### config.mk
export PLATFORM = sky130hd
export DESIGN_NAME = tensor_core_sequencer
export DESIGN_NICKNAME = d
export VERILOG_FILES = /design/src/rtl/tensor_pkg.sv /design/src/rtl/tensor_result_buffer.sv /design/src/rtl/tensor_core_sequencer.sv
export SDC_FILE = /design/constraint.sdc
export NUM_CORES = 1
export LEC_CHECK = 0
export ABC_AREA = 1
export BUFFER_PORTS_ARGS = -buffer_cell sky130_fd_sc_hd__buf_2
export CORE_MARGIN = 5
export CORE_UTILIZATION = 35
export DETAILED_ROUTE_END_ITERATION = 8
export PLACE_DENSITY = 0.62
export SLEW_MARGIN = 40
export SYNTH_ARGS = -nofsm -noshare
export SYNTH_HDL_FRONTEND = slang
export SYNTH_SLANG_ARGS = --single-unit
### constraint.sdc
create_clock -name tensor_core_clock -period 16.9 [get_ports tensor_core_clock]
set_input_delay 1.69 -clock tensor_core_clock [delete_from_list [all_inputs] [get_ports tensor_core_clock]]
set_output_delay 1.69 -clock tensor_core_clock [all_outputs]
set_load 0.02 [all_outputs]
### src/rtl/tensor_pkg.sv
// Shared constants, operation codes and sequencer state encoding for the 3x3 tensor-core datapath.
package tensor_pkg;

  localparam int BUS_WIDTH  = 7;
  localparam int MATRIX_DIM = 3;
  localparam int ELEM_COUNT = MATRIX_DIM * MATRIX_DIM;

  localparam logic [1:0] OP_MATMUL = 2'b00;
  localparam logic [1:0] OP_ADD    = 2'b01;
  localparam logic [1:0] OP_RELU   = 2'b10;

  typedef enum logic [2:0] {
    ST_IDLE,
    ST_LOAD,
    ST_SYNC,
    ST_START,
    ST_RUN,
    ST_DRAIN
  } seq_state_t;

  // Row-major flat index to matrix coordinates.
  function automatic logic [1:0] elem_row(input logic [3:0] elem);
    return 2'(elem / 4'd3);
  endfunction

  function automatic logic [1:0] elem_col(input logic [3:0] elem);
    return 2'(elem % 4'd3);
  endfunction

endpackage

### src/rtl/tensor_result_buffer.sv
// Nine-entry result store: filled from the core while running, read back while draining.
module tensor_result_buffer
  import tensor_pkg::*;
#(
  parameter int WIDTH = BUS_WIDTH + 1
) (
  input  logic                    clk,
  input  logic                    rst,
  input  logic                    wr_en,
  input  logic [3:0]              wr_idx,
  input  logic signed [WIDTH-1:0] wr_data,
  input  logic [3:0]              rd_idx,
  output logic signed [WIDTH-1:0] rd_data
);

  logic signed [WIDTH-1:0] mem [ELEM_COUNT];

  always_ff @(posedge clk or posedge rst) begin
    if (rst) begin
      for (int i = 0; i < ELEM_COUNT; i++) mem[i] <= '0;
    end else if (wr_en && (wr_idx < 4'(ELEM_COUNT))) begin
      mem[wr_idx] <= wr_data;
    end
  end

  // Out-of-range reads happen harmlessly on the final beat's lookahead.
  assign rd_data = (rd_idx < 4'(ELEM_COUNT)) ? mem[rd_idx] : '0;

endmodule

### src/rtl/tensor_core_sequencer.sv
// Streams operands into a 3x3 tensor core, runs one operation, and streams the nine results back out.
module tensor_core_sequencer
  import tensor_pkg::*;
#(
  parameter int BUS_WIDTH = tensor_pkg::BUS_WIDTH
) (
  input  logic                      tensor_core_clock,
  input  logic                      reset_in,
  input  logic                      cmd_valid,
  output logic                      cmd_ready,
  input  logic [1:0]                cmd_operation,
  input  logic                      load_valid,
  output logic                      load_ready,
  input  logic signed [BUS_WIDTH:0] load_data,
  output logic                      result_valid,
  input  logic                      result_ready,
  output logic signed [BUS_WIDTH:0] result_data,
  output logic                      result_last,
  output logic                      core_write_enable,
  output logic                      core_start,
  output logic [1:0]                core_operation,
  output logic signed [BUS_WIDTH:0] core_input1 [MATRIX_DIM][MATRIX_DIM],
  output logic signed [BUS_WIDTH:0] core_input2 [MATRIX_DIM][MATRIX_DIM],
  input  logic signed [BUS_WIDTH:0] core_output [MATRIX_DIM][MATRIX_DIM]
);

  localparam logic [4:0] LAST_LOAD = 5'(2 * ELEM_COUNT - 1);
  localparam logic [3:0] LAST_ELEM = 4'(ELEM_COUNT - 1);

  seq_state_t state, state_next;
  logic [4:0] load_idx;
  logic [3:0] load_elem;
  logic [3:0] cap_idx;
  logic [3:0] out_idx;
  logic [3:0] rd_idx;
  logic signed [BUS_WIDTH:0] rd_data;

  assign load_elem = (load_idx >= 5'(ELEM_COUNT)) ? 4'(load_idx - 5'(ELEM_COUNT)) : load_idx[3:0];
  // Read one entry ahead once a beat is presented, so the next beat is ready at the handshake.
  assign rd_idx = result_valid ? out_idx + 4'd1 : out_idx;

  always_comb begin
    state_next        = state;
    cmd_ready         = 1'b0;
    load_ready        = 1'b0;
    core_write_enable = 1'b0;
    core_start        = 1'b0;
    case (state)
      ST_IDLE: begin
        cmd_ready = 1'b1;
        if (cmd_valid) state_next = ST_LOAD;
      end
      ST_LOAD: begin
        load_ready = 1'b1;
        if (load_valid && (load_idx == LAST_LOAD)) state_next = ST_SYNC;
      end
      ST_SYNC: begin
        core_write_enable = 1'b1;
        state_next        = ST_START;
      end
      ST_START: begin
        core_start = 1'b1;
        state_next = ST_RUN;
      end
      ST_RUN: begin
        if (cap_idx == LAST_ELEM) state_next = ST_DRAIN;
      end
      ST_DRAIN: begin
        if (result_valid && result_ready && result_last) state_next = ST_IDLE;
      end
      default: state_next = ST_IDLE;
    endcase
  end

  always_ff @(posedge tensor_core_clock or posedge reset_in) begin
    if (reset_in) begin
      state          <= ST_IDLE;
      load_idx       <= '0;
      cap_idx        <= '0;
      out_idx        <= '0;
      core_operation <= OP_MATMUL;
      result_valid   <= 1'b0;
      result_last    <= 1'b0;
      result_data    <= '0;
      for (int r = 0; r < MATRIX_DIM; r++) begin
        for (int c = 0; c < MATRIX_DIM; c++) begin
          core_input1[r][c] <= '0;
          core_input2[r][c] <= '0;
        end
      end
    end else begin
      state <= state_next;
      if (cmd_ready && cmd_valid) begin
        core_operation <= cmd_operation;
        load_idx       <= '0;
      end
      if (load_ready && load_valid) begin
        load_idx <= load_idx + 5'd1;
        if (load_idx < 5'(ELEM_COUNT))
          core_input1[elem_row(load_elem)][elem_col(load_elem)] <= load_data;
        else
          core_input2[elem_row(load_elem)][elem_col(load_elem)] <= load_data;
      end
      if (state == ST_START) cap_idx <= '0;
      if (state == ST_RUN) cap_idx <= cap_idx + 4'd1;
      // Result outputs are registered: the first beat appears one cycle into DRAIN.
      if (state == ST_DRAIN) begin
        if (!result_valid) begin
          result_valid <= 1'b1;
          result_data  <= rd_data;
          result_last  <= 1'b0;
        end else if (result_ready) begin
          if (result_last) begin
            result_valid <= 1'b0;
            result_last  <= 1'b0;
            out_idx      <= '0;
          end else begin
            out_idx     <= out_idx + 4'd1;
            result_data <= rd_data;
            result_last <= (out_idx == LAST_ELEM - 4'd1);
          end
        end
      end
    end
  end

  tensor_result_buffer #(
    .WIDTH(BUS_WIDTH + 1)
  ) u_result_buffer (
    .clk    (tensor_core_clock),
    .rst    (reset_in),
    .wr_en  (state == ST_RUN),
    .wr_idx (cap_idx),
    .wr_data(core_output[elem_row(cap_idx)][elem_col(cap_idx)]),
    .rd_idx (rd_idx),
    .rd_data(rd_data)
  );

endmodule

# Word-level counts from Yosys, hierarchy flattened

Cells that the tools add are included.

Word-level logic and storage cells: 139
Flip-flop bits (word level): 244
Bits of input ports: 87

Muxes and demuxes: 44
Reduce and logical (&&, ||, !) cells: 18
$lt $le $gt $ge: 13
Bitwise logic cells: 7
Add/sub/neg operators: 4
Eq/ne operators: 14
Div/mod/pow operators: 4

Operators with widths:

| kind                                                                   | count |
|---|---|
| 72-bit bitwise mux                                                     | 3 |
| 8-bit two-way mux                                                      | 10 |
| 24-bit two-way mux                                                     | 3 |
| 24-bit binary-select mux with 2-bit select                             | 1 |
| 24-bit demux with 2-bit select                                         | 1 |
| 8-bit binary-select mux with 4-bit select                              | 1 |
| 8-bit demux with 4-bit select                                          | 1 |
| 4-bit two-way mux                                                      | 5 |
| 3-bit case mux with 6 select lines                                     | 1 |
| 8-bit binary-select mux with 2-bit select                              | 1 |
| 8-bit demux with 2-bit select                                          | 1 |
| 3-bit >= comparator, second input constant                             | 4 |
| 3-bit two-way mux                                                      | 4 |
| 2-bit NOT with 3-bit output                                            | 4 |
| 5-bit >= comparator, second input constant                             | 2 |
| 1-bit two-way mux                                                      | 10 |
| 5-bit two-way mux                                                      | 2 |
| 2-bit inequality test, second input constant                           | 5 |
| 4-bit NOT with 5-bit output                                            | 2 |
| 1-bit logical AND                                                      | 9 |
| 4-bit by 1-bit adder with 4-bit output, second input constant          | 2 |
| 4-bit by 2-bit divider with 4-bit output, second input constant        | 2 |
| 4-bit less-than comparator, second input constant                      | 2 |
| 4-bit by 2-bit remainder unit with 4-bit output, second input constant | 2 |
| 19 further kinds                                                       | 26 |

# Logic depth before layout (Yosys ltp)

Gate-level depths: netlist (run 1).

Word-level depth: 11
Mapped depth: 23
Depth with buffers taken out: 21

# By module

From an unflattened synthesis (run 1), not the netlist that was laid out.

Cells, all modules: 1508
Area total of the unflattened synthesis: 12497.0 µm²

Modules (own cells, without submodules):

| module                | cells an instance | area an instance (µm²) | times used |
|---|---|---|---|
| tensor_core_sequencer | 1031              | 8888.5                 | 1 |
| tensor_result_buffer  | 477               | 3608.5                 | 1 |

# Worst setup path before layout (run 1)

OpenSTA, ideal clock, no wires.

Path type: flip-flop to flip-flop
Start point: register load_idx[1]
End point: register core_input1[0] (netlist name)
Data required time: 16.835 ns
Period minus slack after synthesis: 3.309 ns
Cell stages (with the launch flop): 22
Arrival: 3.244 ns
Library setup time: 0.065 ns
Setup slack: 13.591 ns
Path through: dfrtp_1 -> inv_1 -> ha_1 -> nand3_4 -> nand4_1 -> nand3_4 -> inv_2 -> ha_1 -> inv_1 -> ha_1 -> o21ai_4 -> nand2_1 -> nand2_1 -> ha_1 -> inv_1 -> nand3_4 -> nand2_2 -> nand2_8 -> nor2_8 -> buf_8 -> nand4_1 -> nand2_1

Word-level cells in the longest chain between the ends: 11
Elaborated cells between the ends (all ways): 20

RTL lines:

| element                                                                                                            | RTL line                     | RTL |
|---|---|---|
| from (decl)                                                                                                        | tensor_core_sequencer.sv:31  | `logic [4:0] load_idx;` |
| from (signal assigned)                                                                                             | tensor_core_sequencer.sv:98  | `load_idx <= load_idx + 5'd1;` |
| 4-bit subtractor or 5-bit by 4-bit >= comparator with 1-bit output (tied branches)                                 | tensor_core_sequencer.sv:38  | `assign load_elem = (load_idx >= 5'(ELEM_COUNT)) ? 4'(load_idx - 5'(ELEM_COUNT)) : load_idx[3:0];` |
| 4-bit two-way mux                                                                                                  | tensor_core_sequencer.sv:38  |  |
| 4-bit by 2-bit remainder unit with 4-bit output                                                                    | tensor_pkg.sv:27             | `return 2'(elem % 4'd3);` |
| 2-bit NOT with 3-bit output (implied by the code)                                                                  | tensor_core_sequencer.sv:100 | `core_input1[elem_row(load_elem)][elem_col(load_elem)] <= load_data;` |
| 3-bit >= comparator (implied by the code) or 3-bit by 1-bit less-than comparator with 1-bit output (tied branches) | tensor_core_sequencer.sv:100 |  |
| 1-bit logical AND (implied by the code)                                                                            | tensor_core_sequencer.sv:100 |  |
| 8-bit two-way mux (implied by the code)                                                                            | tensor_core_sequencer.sv:100 |  |
| 8-bit demux with 2-bit select                                                                                      | tensor_core_sequencer.sv:100 |  |
| 24-bit two-way mux (implied by the code)                                                                           | tensor_core_sequencer.sv:100 |  |
| 24-bit demux with 2-bit select                                                                                     | tensor_core_sequencer.sv:100 |  |
| 72-bit bitwise mux                                                                                                 | tensor_core_sequencer.sv:100 |  |
| to (signal, indexed assignment)                                                                                    | tensor_core_sequencer.sv:100 |  |
| to (decl)                                                                                                          | tensor_core_sequencer.sv:22  | `output logic signed [BUS_WIDTH:0] core_input1 [MATRIX_DIM][MATRIX_DIM],` |

Several ways; a longest one is shown, not always the timed one.
A chain may end at the register's enable or synchronous reset.

# Worst setup path after layout (run 1)

Start point: register cap_idx[0]
End point: register u_result_buffer.mem[4] (netlist name)

Word-level cells in the longest chain between the ends: 9
Elaborated cells between the ends (all ways): 19

RTL lines:

| element                                                | RTL line                     | RTL |
|---|---|---|
| from (decl)                                            | tensor_core_sequencer.sv:33  | `logic [3:0] cap_idx;` |
| from (signal assigned)                                 | tensor_core_sequencer.sv:105 | `if (state == ST_RUN) cap_idx <= cap_idx + 4'd1;` |
| 4-bit by 2-bit divider with 4-bit output               | tensor_pkg.sv:23             | `return 2'(elem / 4'd3);` |
| 2-bit NOT with 3-bit output (implied by the code)      | tensor_core_sequencer.sv:134 | `.wr_data(core_output[elem_row(cap_idx)][elem_col(cap_idx)]),` |
| 24-bit binary-select mux with 2-bit select             | tensor_core_sequencer.sv:134 |  |
| 24-bit two-way mux (implied by the code) (2 in series) | tensor_core_sequencer.sv:134 |  |
| 8-bit binary-select mux with 2-bit select              | tensor_core_sequencer.sv:134 |  |
| 8-bit two-way mux (implied by the code) (2 in series)  | tensor_core_sequencer.sv:134 |  |
| 72-bit bitwise mux                                     | tensor_result_buffer.sv:22   | `mem[wr_idx] <= wr_data;` |
| to (signal, indexed assignment)                        | tensor_result_buffer.sv:22   |  |
| to (decl)                                              | tensor_result_buffer.sv:16   | `logic signed [WIDTH-1:0] mem [ELEM_COUNT];` |

Several ways; a longest one is shown, not always the timed one. The select of a mux whose other input is x is not followed.

==> results of run 1 <==
-- cell families (layout without fill, tap and decap cells) --
logic type                 Yosys count  after routing  synth area share [%]
and+or+nand+nor                    838            838                  33.5
DFF                                244            244                  48.9
AOI/OAI and AO/OA                  212            212                  9.34
buffers and inverters              160            390                  6.33
adders and majority gates           14             14                  1.40
xor gates and xnor gates             5              5                 0.351
muxes                                2              2                 0.180
-- metrics by stage --
stage                     instance area (um2)  setup WS [ps]  util [%]
after global routing                    14900          11950      42.0
after global placement                  13900          12730      39.3
final                                   14900          12370      42.0
after CTS                               14800          12480      41.9
after floorplan                         12500           8510         -
after detailed placement                13900          12510      39.4
-- flip-flops by register name (all words and copies together) (netlist names) --
register,cells
core_input1,72
core_input2,72
u_result_buffer.mem,72
result_data,8
load_idx,5
cap_idx,4
out_idx,4
state,3
core_operation,2
result_last,1
result_valid,1
-- worst max-delay path: cells and delay by family, from the launching register on --
kind	cells	cell delay [ps]
buffers and inverters	3	1310
and+or+nand+nor	7	1210
AOI/OAI and AO/OA	3	770
DFF	1	730
adders and majority gates	1	340
-- layer usage --
layer  global-route usage (%)  vias to the layer above  share of wire (%)
li1                         -                     5401                  -
met1                     24.9                     5458                 43
met2                     31.0                      440                 48
met3                     3.49                       70                7.0
met4                     5.55                        0                2.8
met5                        0                        -                  0
-- layout by cell type, fill, tap and decap left out, drive strengths merged, types with 15 or more instances in the layout --
master  synthesis  layout
nand4         119     119
a21oi          15      15
dfrtp         244     244
nand2         523     523
o21ai         145     145
a31oi          40      40
inv            75      76
clkbuf         38      44
nor2           87      87
nand3          98      98
buf            42     260
-- layout make-up --
cell class                      instances  area share [%]
Timing Repair Buffer                  260            9.17
Inverter                               80            2.22
Clock buffer                           44            5.79
Clock inverter                          6           0.269
Tap cell                              461            3.88
Sequential cell                       244            41.0
Multi-Input combinational cell       1071            37.6
-- worst paths after layout --
path                                                   from                             endpoint  slack [ps]  cells past startpoint
worst max register to register       cap_idx[0]$_DFFE_PP0N_   u_result_buffer.mem[4]$_DFFE_PP0P_       12370                     14
worst min register to register  core_input2[45]$_DFFE_PP0P_          core_input2[45]$_DFFE_PP0P_         470                      2
worst max-delay path                 cap_idx[0]$_DFFE_PP0N_   u_result_buffer.mem[4]$_DFFE_PP0P_       12370                     14
max in group asynchronous                          reset_in  u_result_buffer.mem[37]$_DFFE_PP0P_       14530                      3
worst min-delay path            core_input2[45]$_DFFE_PP0P_          core_input2[45]$_DFFE_PP0P_         470                      2
min in group asynchronous                          reset_in          core_input1[63]$_DFFE_PP0P_        1200                      2
==> results.cfg, run 1 <==
[synthesis]
synth_edf_count = 0
post_synth.cell_area_avg_um2 = 8.46
synth_area_leaders = dfrtp_1, nand2_1, nand4_1
netlist_area_mm2 = 0.0125
syn_nets = 1576
synth_ff_type = dfrtp_1
synth_top_area_share_pct = 48.9
syn-instance-count = 1475
synth.most_common_cell = nand2_1
yosys-top-cells-count = nand2_1, dfrtp_1, o21ai_0
seq_area_frac_synth_pct = 48.9
yosysWarnings = 0
synth_top_cell_by_area = dfrtp_1
synth_cell_types = 48
ys_seq_elements = 244
ys_async_sr_fraction_pct = 100

[clocking]
clk_latency_ps = 550
cts_root_buf = clkbuf_16
h-tree-depth = 1
clock-sinks = 244
post_cts_resized = 0
holdBufCountCts = 0
clockBufferDepth = 3
clkTransAtPathRegs_ps = 60
cts_tree = done
postCtsSetupRepairBufs = 0
cts_buffers = 29

[sta]
hold_violations = 0
tns_ps = 0
rsz0062_at_grt = false
tightestPinTransition_ps = 747
finalSetupViolCount = 0
period_share_pct = 26.8
fin_crit_ps = 4530
max_slew_margin_pct = 50.1
holdWs_ps = 472
fmax_ghz = 0.221
drv_slew = 0
finalClockSkew_ps = 15.0

[global_route]
track_usage_pct = 18.6
overflow = 0
grt_first_pass_wirelength_mm = 59.8
grt_pass1_vias = 10900
antenna_found_initial = 0
grt_start_max_net_pins = 103

[setup_path]
timing.critical_path.mode_cell = nand2_1
cp-start-kind = register
worstPathArrival_ps = 4920
crit_chain = inv_1, ha_1, nand2_2, nand2_4, inv_1, o21ai_0, nand2_1, inv_1, o21ai_2, nor2_4, nand2_1, nand2_1, nand2_1, o21ai_0
path_class = register to register
cp.required_ps = 17290
path_max_fanout = 27
slowest_delay_ps = 730
cpMaxStageDelayCell = dfrtp_1
end_kind = register

[layout]
regArea_mm2 = 0.00611
final_cells = 2166
fillCellCount = 3525
nets = 1787
syn_to_final_growth_pct = 19.2
drive_gt1_share_pct = 22.7
antenna-diode-count = 0
multi_input_area_mm2 = 0.00560

[floorplanning]
die_area_mm2 = 0.0395
pin_count = 247
die_h_um = 199
core_area_mm2 = 0.0354
rows = 69
dieWidth_um = 199
start_util_pct = 35.2

[route]
dr.pass1.iters = 5
antenna_left = 0
wire_per_inst_um = 17.6
route.vias.total = 11400
drc_errors = 0
drt_wl_total_mm = 38.0
drt-initial-drc-count = 811
viasPerCell = 5.25

[run]
drv_cap = 0

[placed_design]
dp_cells = 2115
gp_congestion = 0.836
port_buffers = 246
detailed_place_hpwl_mm = 25.6

[status]
outcome = completed

[min_path]
hold_path_class = register to register
Power of run 1 is left out: the tool's default activity adds up to more than one toggle a clock period on the data nets, which glitch-free logic cannot reach.
==> run 2, diff against run 1 <==
--- a/config.mk
+++ b/config.mk
@@ -10,7 +10,7 @@
 export CORE_MARGIN = 5
 export CORE_UTILIZATION = 35
 export DETAILED_ROUTE_END_ITERATION = 8
-export PLACE_DENSITY = 0.62
+export PLACE_DENSITY = 0.64
 export SLEW_MARGIN = 40
 export SYNTH_ARGS = -nofsm -noshare
 export SYNTH_HDL_FRONTEND = slang
==> constraint.sdc (replaced) <==
create_clock -name tensor_core_clock -period 4.16 [get_ports tensor_core_clock]
set_input_delay 0.416 -clock tensor_core_clock [delete_from_list [all_inputs] [get_ports tensor_core_clock]]
set_output_delay 0.416 -clock tensor_core_clock [all_outputs]
set_load 0.02 [all_outputs]
==> run 2 against run 1 <==
  * Fmax rose by 19%
  * Core utilization up 0.53 points
  * Count of clock-buffer cells in the layout decreased by 5
  * Wire length is 5.1% lower
  * Die area unchanged
  * Critical path depth increased by 6
  * Cell count rose by 0.78%
==> results.cfg, run 2 (synthesis results as in run 1) <==
[sta]
tightestPinTransition_ps = 747
finalSetupViolCount = 0
period_share_pct = 91.7
fmax_ghz = 0.262
tns_ps = 0
hold_violations = 0
max_slew_margin_pct = 49.8
fin_crit_ps = 3810
rsz0062_at_grt = false
finalClockSkew_ps = 10.4
drv_slew = 0

[layout]
drive_gt1_share_pct = 23.5
antenna-diode-count = 0
nets = 1805
top_regs = core_input1 (72), core_input2 (72), u_result_buffer.mem (72)
syn_to_final_growth_pct = 20.7
final_cell_mix = nand2_1, buf_2, dfrtp_1
layout_commonest_cell = nand2_1

[clocking]
h-tree-depth = 1
clockBufferDepth = 3
cts_buffers = 29
cts_root_buf = clkbuf_16
clock-sinks = 244
cts_tree = done
post_cts_resized = 0
clkTransAtPathRegs_ps = 60
clk_latency_ps = 540

[route]
drt_wl_total_mm = 36.1
wire_per_inst_um = 16.5
top_layer = met4
drc_errors = 0
viasPerCell = 5.17
dr.pass1.iters = 5
drt-initial-drc-count = 763
route.vias.total = 11300
antenna_left = 0
dr_wl_met2_mm = 17.9
wl_met3_mm = 2.46
wl_met1_mm = 15.0

[global_route]
antenna_found_initial = 0
grt_start_max_net_pins = 105
grt_pass1_vias = 10900
track_usage_pct = 17.7
overflow = 0
grt_first_pass_wirelength_mm = 57.7

[setup_path]
worstPathArrival_ps = 4280
path_class = register to register
path_max_fanout = 22
end_kind = register
cp.required_ps = 4630
cp-start-kind = register

[floorplanning]
pin_count = 247
start_util_pct = 35.2
core_area_mm2 = 0.0354
rows = 69
die_area_mm2 = 0.0395
dieWidth_um = 199
die_h_um = 199

[placed_design]
gp_congestion = 0.841
port_buffers = 246
detailed_place_hpwl_mm = 25.6

[min_path]
hold_path_class = input port to register

[status]
outcome = completed

[run]
drv_cap = 0
run 2: cell types whose count changed in the layout (fill, tap and decap cells not counted), sizes merged:
cell / before / now
dlygate4sd3: 0 / 1
clkinvlp: 1 / 3
clkbuf: 44 / 39
clkinv: 8 / 10
bufinv: 1 / 3
inv: 76 / 74
buf: 260 / 277
run 2: worst paths after layout:
kind / start / to / slack, ps / depth (start not counted)
max: load_idx[1]$_DFFE_PP0P_ / core_input1[64]$_DFFE_PP0P_ / 350 / 20
max in group asynchronous: reset_in / core_input2[29]$_DFFE_PP0P_ / 2850 / 4
min in group asynchronous: reset_in / out_idx[1]$_DFFE_PP0P_ / 440 / 3
min reg2reg: core_input2[36]$_DFFE_PP0P_ / core_input2[36]$_DFFE_PP0P_ / 470 / 2
min: cmd_operation[0] / core_operation[0]$_DFFE_PP0P_ / 120 / 2
max reg2reg: load_idx[1]$_DFFE_PP0P_ / core_input1[64]$_DFFE_PP0P_ / 350 / 20
run 2: layout make-up:
class                      instances  area (um2)
clock inverter                    10         109
timing repair buffer             278        1530
fill                            3530       20300
clock buffer                      39         823
tap                              461         577
sequential                       244        6110
multi-input combinational       1071        5600
inverter                          80         318
run 2: metrics by stage:
step                      hold slack, ps  worst slack (ps)  area [um2]  instances  utilization [%]
after detailed placement             448               318       14100       2127             39.8
after floorplan                      449               540       12500       1475                -
after global routing                 100              6.46       15100       2183             42.6
final                                121               346       15100       2183             42.6
after CTS                           85.0               299       15000       2177             42.4
after global placement               458               469       14000       2126             39.7
run 2: what timing repair did:
item | 4_1_cts | 5_1_grt
buffers inserted | 0 | 6
endpoints found under the setup margin | 0 | 4
hold buffers | 1 | 0
hold endpoints to repair | 11 | 0
run 2: metal layers:
layer,track usage (%),vias up
met2,30.9,381
met4,4.33,0
li1,-,5430
met5,0,-
met1,23.3,5407
met3,2.63,60
run 2: critical path, stage by stage (launching register included):
cell and delay, ps:
dfrtp_1 440, inv_1 160, ha_1 240, nand3_4 120, nand3_4 150, nand2_2 90
nand3_4 90, inv_2 50, ha_1 170, inv_1 50, ha_1 280, o21ai_4 170
nand2_1 90, nand2_1 70, ha_1 210, inv_1 140, nand3_4 230, nor2_8 420
buf_4 340, nand4_1 120, nand2_1 100
Power of run 2 is left out for the same reason.
